`config.mk`:
```
export PLATFORM = sky130hd
export DESIGN_NAME = if_fetch
export DESIGN_NICKNAME = d
export VERILOG_FILES = /design/src/rtl/if_fetch.sv
export SDC_FILE = /design/constraint.sdc
export NUM_CORES = 1
export LEC_CHECK = 0
export ABC_AREA = 1
export BUFFER_PORTS_ARGS = -buffer_cell sky130_fd_sc_hd__buf_2
export CAP_MARGIN = 15
export CORE_UTILIZATION = 56
export CTS_CLUSTER_SIZE = 25
export DETAILED_ROUTE_END_ITERATION = 8
export GPL_ROUTABILITY_DRIVEN = 0
export GPL_TIMING_DRIVEN = 1
export PLACE_DENSITY = 0.84
export SYNTH_ARGS = -nofsm -noshare
export SYNTH_HDL_FRONTEND = slang
export SYNTH_SLANG_ARGS = --single-unit
export TNS_END_PERCENT = 100
```
`constraint.sdc`:
```
create_clock -name clk -period 1.95 [get_ports clk]
set_input_delay 0.39 -clock clk [delete_from_list [all_inputs] [get_ports clk]]
set_output_delay 0.39 -clock clk [all_outputs]
set_load 0.005 [all_outputs]
```
`src/rtl/if_fetch.sv`:
```
// Instruction-fetch stage: owns the PC, issues one imem request at a time over a
// req/gnt + rvalid handshake and presents fetched words to decode through an output
// register backed by a one-entry skid register. Handles redirect, stall and halt.
module if_fetch #(
  parameter int unsigned     PC_W      = 22,
  parameter logic [PC_W-1:0] RESET_PC  = '0,
  parameter logic [31:0]     NOP_INSTR = 32'h0000_0000
) (
  input  logic            clk,
  input  logic            rst,
  input  logic            stall,
  input  logic            redirect,
  input  logic [PC_W-1:0] redirect_pc,
  input  logic            halt,
  output logic            imem_req,
  output logic [PC_W-1:0] imem_addr,
  input  logic            imem_gnt,
  input  logic            imem_rvalid,
  input  logic [31:0]     imem_rdata,
  output logic [31:0]     instr,
  output logic            instr_valid,
  output logic [PC_W-1:0] pc_out,
  output logic            halted
);

  typedef enum logic [2:0] {
    IDLE,
    REQ,
    WAIT,
    HOLD,
    HALTED
  } state_t;

  state_t          state, state_n;
  logic            discard, discard_n;
  logic            halt_pend, halt_pend_n;
  logic [PC_W-1:0] pc;
  logic [PC_W-1:0] issue_pc;
  logic [PC_W-1:0] skid_pc;
  logic [31:0]     skid_data;
  logic            skid_valid;

  logic live;        // redirect/halt only act before the fetch has halted
  logic accept_gnt;  // request granted this cycle
  logic in_flight;   // a request is still outstanding after this cycle
  logic flush;       // redirect or halt empties the output side
  logic take_word;   // returned word is kept this cycle
  logic out_adv;     // output register may take a new value

  assign live       = (state != HALTED);
  assign accept_gnt = (state == REQ) && imem_gnt;
  assign in_flight  = accept_gnt || ((state == WAIT) && !imem_rvalid);
  assign flush      = live && (redirect || halt);
  assign take_word  = (state == WAIT) && imem_rvalid && !discard && !flush;
  assign out_adv    = !stall || !instr_valid;

  // State register with discard / pending-halt flags
  always_ff @(posedge clk or negedge rst) begin
    if (!rst) begin
      state     <= IDLE;
      discard   <= 1'b0;
      halt_pend <= 1'b0;
    end else begin
      state     <= state_n;
      discard   <= discard_n;
      halt_pend <= halt_pend_n;
    end
  end

  // Next-state: normal fetch sequencing, then redirect/halt overrides.
  // An outstanding request is never abandoned: the FSM stays in WAIT with discard
  // set so the late rvalid is swallowed before moving on or halting.
  always_comb begin
    state_n     = state;
    discard_n   = discard;
    halt_pend_n = halt_pend;
    case (state)
      IDLE: state_n = REQ;
      REQ:  if (imem_gnt) state_n = WAIT;
      WAIT: begin
        if (imem_rvalid) begin
          if (discard) begin
            discard_n   = 1'b0;
            halt_pend_n = 1'b0;
            state_n     = halt_pend ? HALTED : REQ;
          end else begin
            state_n = out_adv ? REQ : HOLD;
          end
        end
      end
      HOLD:    if (out_adv) state_n = REQ;
      HALTED:  state_n = HALTED;
      default: state_n = IDLE;
    endcase
    if (live && redirect) begin
      halt_pend_n = 1'b0;
      discard_n   = in_flight;
      state_n     = in_flight ? WAIT : REQ;
    end else if (live && halt) begin
      halt_pend_n = in_flight;
      discard_n   = in_flight;
      state_n     = in_flight ? WAIT : HALTED;
    end
  end

  // Memory-side and status outputs decoded from state
  always_comb begin
    imem_req  = (state == REQ);
    imem_addr = pc;
    halted    = (state == HALTED);
  end

  // PC, issued-address capture, output register and skid register
  always_ff @(posedge clk or negedge rst) begin
    if (!rst) begin
      pc          <= RESET_PC;
      issue_pc    <= '0;
      instr       <= NOP_INSTR;
      instr_valid <= 1'b0;
      pc_out      <= '0;
      skid_valid  <= 1'b0;
      skid_data   <= '0;
      skid_pc     <= '0;
    end else begin
      if (accept_gnt) begin
        pc       <= pc + PC_W'(1);
        issue_pc <= pc;
      end
      if (live && redirect) begin
        pc <= redirect_pc;
      end
      if (flush) begin
        instr       <= NOP_INSTR;
        instr_valid <= 1'b0;
        skid_valid  <= 1'b0;
      end else if (out_adv) begin
        if (skid_valid) begin
          instr       <= skid_data;
          pc_out      <= skid_pc;
          instr_valid <= 1'b1;
          skid_valid  <= 1'b0;
        end else if (take_word) begin
          instr       <= imem_rdata;
          pc_out      <= issue_pc;
          instr_valid <= 1'b1;
        end else begin
          instr       <= NOP_INSTR;
          instr_valid <= 1'b0;
        end
      end else if (take_word) begin
        skid_data  <= imem_rdata;
        skid_pc    <= issue_pc;
        skid_valid <= 1'b1;
      end
    end
  end

endmodule

```
==> metrics, run 1 <==
status=finished clean; Synth cell types=31; Post-synth EDFFs=0; pin count of the biggest net entering global routing=109; most common cell after layout, fill and taps aside=nand2_1; clk_lat worst skew=430 ps; average wire per standard cell=14.0 microns; critical path's most frequent cell=nand2_1; first-pass GRT wire length=31.2 mm; setup tns final=0 ps; Crit Path Max Fanout=22; WS Path Type=reg -> reg; die area=0.0141 sq mm; gr ovfl total=0; min-delay src=redirect_pc[19]; initial core utilization=57.5%; chip height=119 microns; Worst Setup End Kind=register; Final min period=1900 ps; Synth Net Count=1070; ant diodes=0; CP required=2310 ps; Power Internal=6760 uW; post-synthesis sequential area ratio=52.1%; CP Cell Sequence=inv_1, nor2_2, nand2_1, nor2_4, nand2_1, nand2_1, clkinvlp_4, nor2_4, buf_4, nand2_1, nand2_1; Die W=119 microns; CTS H-tree depth=4; most frequent cells in the layout=406 x nand2_1, 158 x dfrtp_1, 155 x o21ai_0; top_reg_cell synth=dfrtp_1; clk sinks=159; Ys Warns=0; DRT iter0 DRCs=547; Buffers on Ports=139; PwrDens=1130 mW/mm^2; RSZ-0062 raised after global routing=true; leak pwr=0.00496 uW; total net switching power=3640 uW; Synth Instances=1008; Relative slew margins=52.0%; Syn-to-layout area delta=20.0%; reg2reg path depth=11; post-synthesis cell area=0.00764 sq mm; final setup fails=0; Peak Freq=0.526 GHz; Sequential Power Share=42.9%; Tcrit/Tclk final=97.5%; Syn Area/Cell=7.58 sq um; combinational power share=26.9%; crit-path max cell delay=390 ps; Hold WC Path Type=in -> reg; Routed WL=18.7 mm; Clock Tree Buf Depth=2; Root Driver=clkbuf_16; Max-Cap Viols=0; cts bufs inserted=17; Final Hold Vio Count=0; total number of vias=6963; Clock Power Share=30.2%; hpwl dp=12.6 mm; Max VDD drop=0.000773 V; Non-Filler Instances=1332; R2R Path Start=state[1]$_DFFE_PN0P_; Antenna Violating Nets Remaining=0; Setup WS pre-CTS=128 ps; I/O pin count=140; DRC viols=0; Pre-Repair DR Iteration Count=7; Pins Over Slew Limit=0; asr flop ratio synth=100%; CTS tree=done; Sw Share=35.0%; core area=0.0133 sq mm; final worst setup slack=48.4 ps; hold path depth=3; CP startpoint kind=register; CTS clk-pin slew, worst paths=60 ps; WP data arrival=2260 ps; row count=42; Tot GR Track Use=28.0%; post-synthesis sequential element count=159; Worst Max-Slew Pin Slew=719 ps; initial antenna violation count=0; share of cells above drive strength 1=18.5%; worst clock skew=5.93 ps; vias in the first global route=6561; via density per instance=5.23; Placed Cells=1297; Crit. Startpoint=state[1]$_DFFE_PN0P_; Net count, final=1206; WHS=190 ps; Worst path slowest cell=dfrtp_1
path summary, 6_finish.rpt:
path,to,slack (ps)
min,imem_addr[19]$_DFFE_PN0P_,190
min in group asynchronous,discard$_DFFE_PN0P_,450
min reg2reg,instr[18]$_DFFE_PN0N_,470
max in group asynchronous,instr[8]$_DFFE_PN0N_,860
max reg2reg,pc_out[12]$_DFFE_PN0P_,50
max,pc_out[12]$_DFFE_PN0P_,50
what timing repair did:
item | CTS | global route
hold buffers | 1 | 0
endpoints found under the hold margin | 36 | 0
setup buffers | 0 | 3
resized for setup | 0 | 5
endpoints found under the setup margin | 0 | 28
metrics by stage:
stage	area [sq um]	total power [uW]	util, %
after floorplan	7640	5990	-
after global placement	8550	7130	64.3
after detailed placement	8550	7220	64.3
after CTS	9120	10400	68.6
after global routing	9170	11100	68.9
final	9170	10400	68.9
cells by family (layout without fill, tap and decap cells):
group | after synthesis | count (layout) | synth area share [%]
adders and majority gates | 1 | 1 | 0.164
DFF | 159 | 159 | 52.1
AOI/OAI and AO/OA | 194 | 194 | 13.3
buffers and inverters | 149 | 297 | 7.88
and+or+nand+nor | 504 | 504 | 26.5
xor gates and xnor gates | 1 | 1 | 0.115
synthesized netlist by cell type, types with 4 or more instances:
master    count  share of area [%]
o21ai_2       5               0.57
nand3_1      39                2.6
dfrtp_1     159                 52
a21oi_1       5               0.33
nor2_1       41                2.0
clkbuf_1     34                1.7
nand2_1     407                 20
o21ai_0     156                 10
buf_2         7               0.46
o21ai_1      17                1.1
o211ai_1      4               0.39
inv_1        99                4.9
critical path, delay by kind of cell, from the launching register on:
family,cells,cell delay [ps]
buffers and inverters,3,550
flip-flops,1,390
AND/OR/NAND/NOR,8,880
per-layer routing:
metal	share of wire, %	GRT usage (%)	wire [microns]	vias to the layer above
met3	6.1	6.47	1140	37
li1	-	-	-	3453
met2	47	43.9	8870	249
met1	44	37.8	8240	3224
met4	2.3	10.8	439	0
met5	0	0	0	-
power by group through the flow:
stage | logic (uW) | registers, uW | clock network, uW
floorplan | 1590 | 4410 | 0
global placement | 2660 | 4470 | 0
detailed placement | 2740 | 4490 | 0
CTS | 2760 | 4440 | 3160
global route | 3210 | 4540 | 3320
finish | 2800 | 4460 | 3140
sequential cells by signal, summed over array words and instances, names as in the netlist:
| signal | flops |
|---|---|
| imem_addr | 22 |
| instr | 32 |
| skid_valid | 1 |
| skid_data | 32 |
| issue_pc | 22 |
| instr_valid | 1 |
| skid_pc | 22 |
| discard | 1 |
| halt_pend | 1 |
| pc_out | 22 |
| state | 3 |
final cells by class:
| cell class | count | area, sq um |
|---|---|---|
| clock buffer | 21 | 470 |
| sequential | 159 | 3980 |
| multi-input combinational | 700 | 3070 |
| fill | 1052 | 4130 |
| clock inverter | 10 | 88.8 |
| timing repair buffer | 164 | 955 |
| tap | 176 | 220 |
| inverter | 102 | 387 |
(Power assumes the default switching activity.)
==> run 2, diff against run 1 <==
- CORE_MARGIN: unset -> 5
==> metrics, run 2 (synthesis results as in run 1) <==
WP data arrival=1460 ps (was 2260 ps); Clock Tree Buf Depth=2 (unchanged); Antenna Violating Nets Remaining=0 (unchanged); WS Path Type=reg -> out (was reg -> reg); reg2reg path depth=10 (was 11); Worst Hold End=imem_addr[11]$_DFFE_PN0P_ (was imem_addr[19]$_DFFE_PN0P_); Worst Setup End Kind=output pin (was register); Tot GR Track Use=24.4% (was 28.0%); Placement Cell Area=0.00859 sq mm (was 0.00855 sq mm); Tcrit/Tclk final=95.0% (was 97.5%); Peak Freq=0.540 GHz (was 0.526 GHz); clk_lat worst skew=430 ps (about the same); DRC viols=0 (unchanged); Final min period=1850 ps (was 1900 ps); clk sinks=159 (unchanged); most frequent cells in the layout=407 x nand2_1, 158 x dfrtp_1, 153 x o21ai_0 (was 406 x nand2_1, 158 x dfrtp_1, 155 x o21ai_0); I/O pin count=140 (unchanged); Final Core Density=68.8% (was 68.9%); min-delay src=redirect_pc[11] (was redirect_pc[19]); overall power=10300 uW (was 10400 uW); R2R Path Start=state[1]$_DFFE_PN0P_ (unchanged); Pins Over Slew Limit=0 (unchanged); Net count, final=1207 (was 1206); total number of vias=6987 (was 6963); initial antenna violation count=0 (unchanged); initial core utilization=57.5% (unchanged); Crit. Startpoint=state[0]$_DFFE_PN0P_ (was state[1]$_DFFE_PN0P_); Pre-Repair DR Iteration Count=5 (was 7); final setup fails=0 (unchanged); worst reg2reg path endpoint=pc_out[21]$_DFFE_PN0P_ (was pc_out[12]$_DFFE_PN0P_); CTS H-tree depth=4 (unchanged); Relative slew margins=68.8% (was 52.0%); Largest regs=instr (32), skid_data (32) (unchanged); Buffers on Ports=139 (unchanged); Max VDD drop=0.000685 V (was 0.000773 V); CTS clk-pin slew, worst paths=60 ps (about the same); share of cells above drive strength 1=18.3% (was 18.5%); cts bufs inserted=17 (unchanged); status=finished clean (unchanged); worst reg2reg setup slack=160 ps (was 50 ps); pin count of the biggest net entering global routing=109 (unchanged); RSZ-0062 raised after global routing=true (unchanged); chip height=127 microns (was 119 microns); ant diodes=0 (unchanged); most common cell after layout, fill and taps aside=nand2_1 (unchanged); Routed WL=19.1 mm (was 18.7 mm); via density per instance=5.25 (was 5.23); Worst Max-Slew Pin Slew=468 ps (was 719 ps); Crit Path Max Fanout=5 (was 22); Root Driver=clkbuf_16 (unchanged); hpwl dp=13.5 mm (was 12.6 mm); die area=0.0161 sq mm (was 0.0141 sq mm); Die W=127 microns (was 119 microns); Syn-to-layout area delta=19.7% (was 20.0%); CP required=1560 ps (was 2310 ps); final instance area=0.00915 sq mm (was 0.00917 sq mm); vias in the first global route=6499 (was 6561); CTS tree=done (unchanged); row count=42 (unchanged); PwrDens=1120 mW/mm^2 (was 1130 mW/mm^2); core area=0.0133 sq mm (unchanged); worst clock skew=9.32 ps (was 5.93 ps); average wire per standard cell=14.3 microns (was 14.0 microns); hold path depth=3 (unchanged); Hold WC Path Type=in -> reg (unchanged); CP startpoint kind=register (unchanged); leak pwr=0.00495 uW (was 0.00496 uW); Max-Cap Viols=0 (unchanged); DRT iter0 DRCs=713 (was 547); gr ovfl total=0 (unchanged); Final Hold Vio Count=0 (unchanged); first-pass GRT wire length=31.6 mm (was 31.2 mm)
## run 2: cell types whose count changed in the layout (fill, tap and decap cells not counted), moves of 2 or more
cell / before / now
o21ai_0: 155 / 153
o21ai_1: 18 / 20
inv_6: 0 / 2
clkinv_2: 4 / 2
## run 2: through the flow
step	setup WS [ps]	setup TNS [ps]	cells	hold slack, ps
floorplan	387	0	1008	94.4
global placement	279	0	1300	363
detailed placement	122	0	1300	359
CTS	73.1	0	1331	189
global route	-53.0	-183	1332	209
finish	97.1	0	1332	207
## run 2: worst max path at each step
stage	slack (ps)	cells after the start	endpoint
floorplan	390	10	skid_pc[15]$_DFFE_PN0P_
global placement	280	8	state[2]$_DFFE_PN0P_
detailed placement	120	10	pc_out[11]$_DFFE_PN0P_
CTS	70	5	imem_req
global route	-50	5	imem_req
finish	100	5	imem_req
## run 2: routing by layer
metal	global-route usage [%]	vias to the layer above	wire length [microns]
met2	37.6	296	8900
met3	5.76	44	1430
li1	-	3445	-
met5	0	-	0
met4	10.9	0	562
met1	33.0	3202	8170
## run 2: cell type report
cell class	count	area (sq um)
clock inverters	8	58.8
clock buffers	22	474
fillers	1067	4150
flip-flops and latches	159	3980
repair buffers	165	966
multi-input cells	700	3060
well taps	176	220
inverters	102	387
## run 2: timing repair
item / 4_1_cts / 5_1_grt
hold buffers: 1 / 0
endpoints found under the setup margin: 0 / 7
buffers inserted: 0 / 1
gates resized for setup: 0 / 6
hold endpoints to repair: 43 / 0
## run 2: critical path, stage by stage, from the launching register on
cell,delay (ps)
dfrtp_1,400
inv_1,90
nor2_1,240
nand2_1,130
inv_1,80
buf_2,110
## run 2: power by group
part / total (uW) / internal (uW) / switching (uW)
sequential: 4460 / 3910 / 541
clock: 3020 / 1720 / 1300
combinational: 2810 / 1020 / 1790
total: 10300 / 6650 / 3630
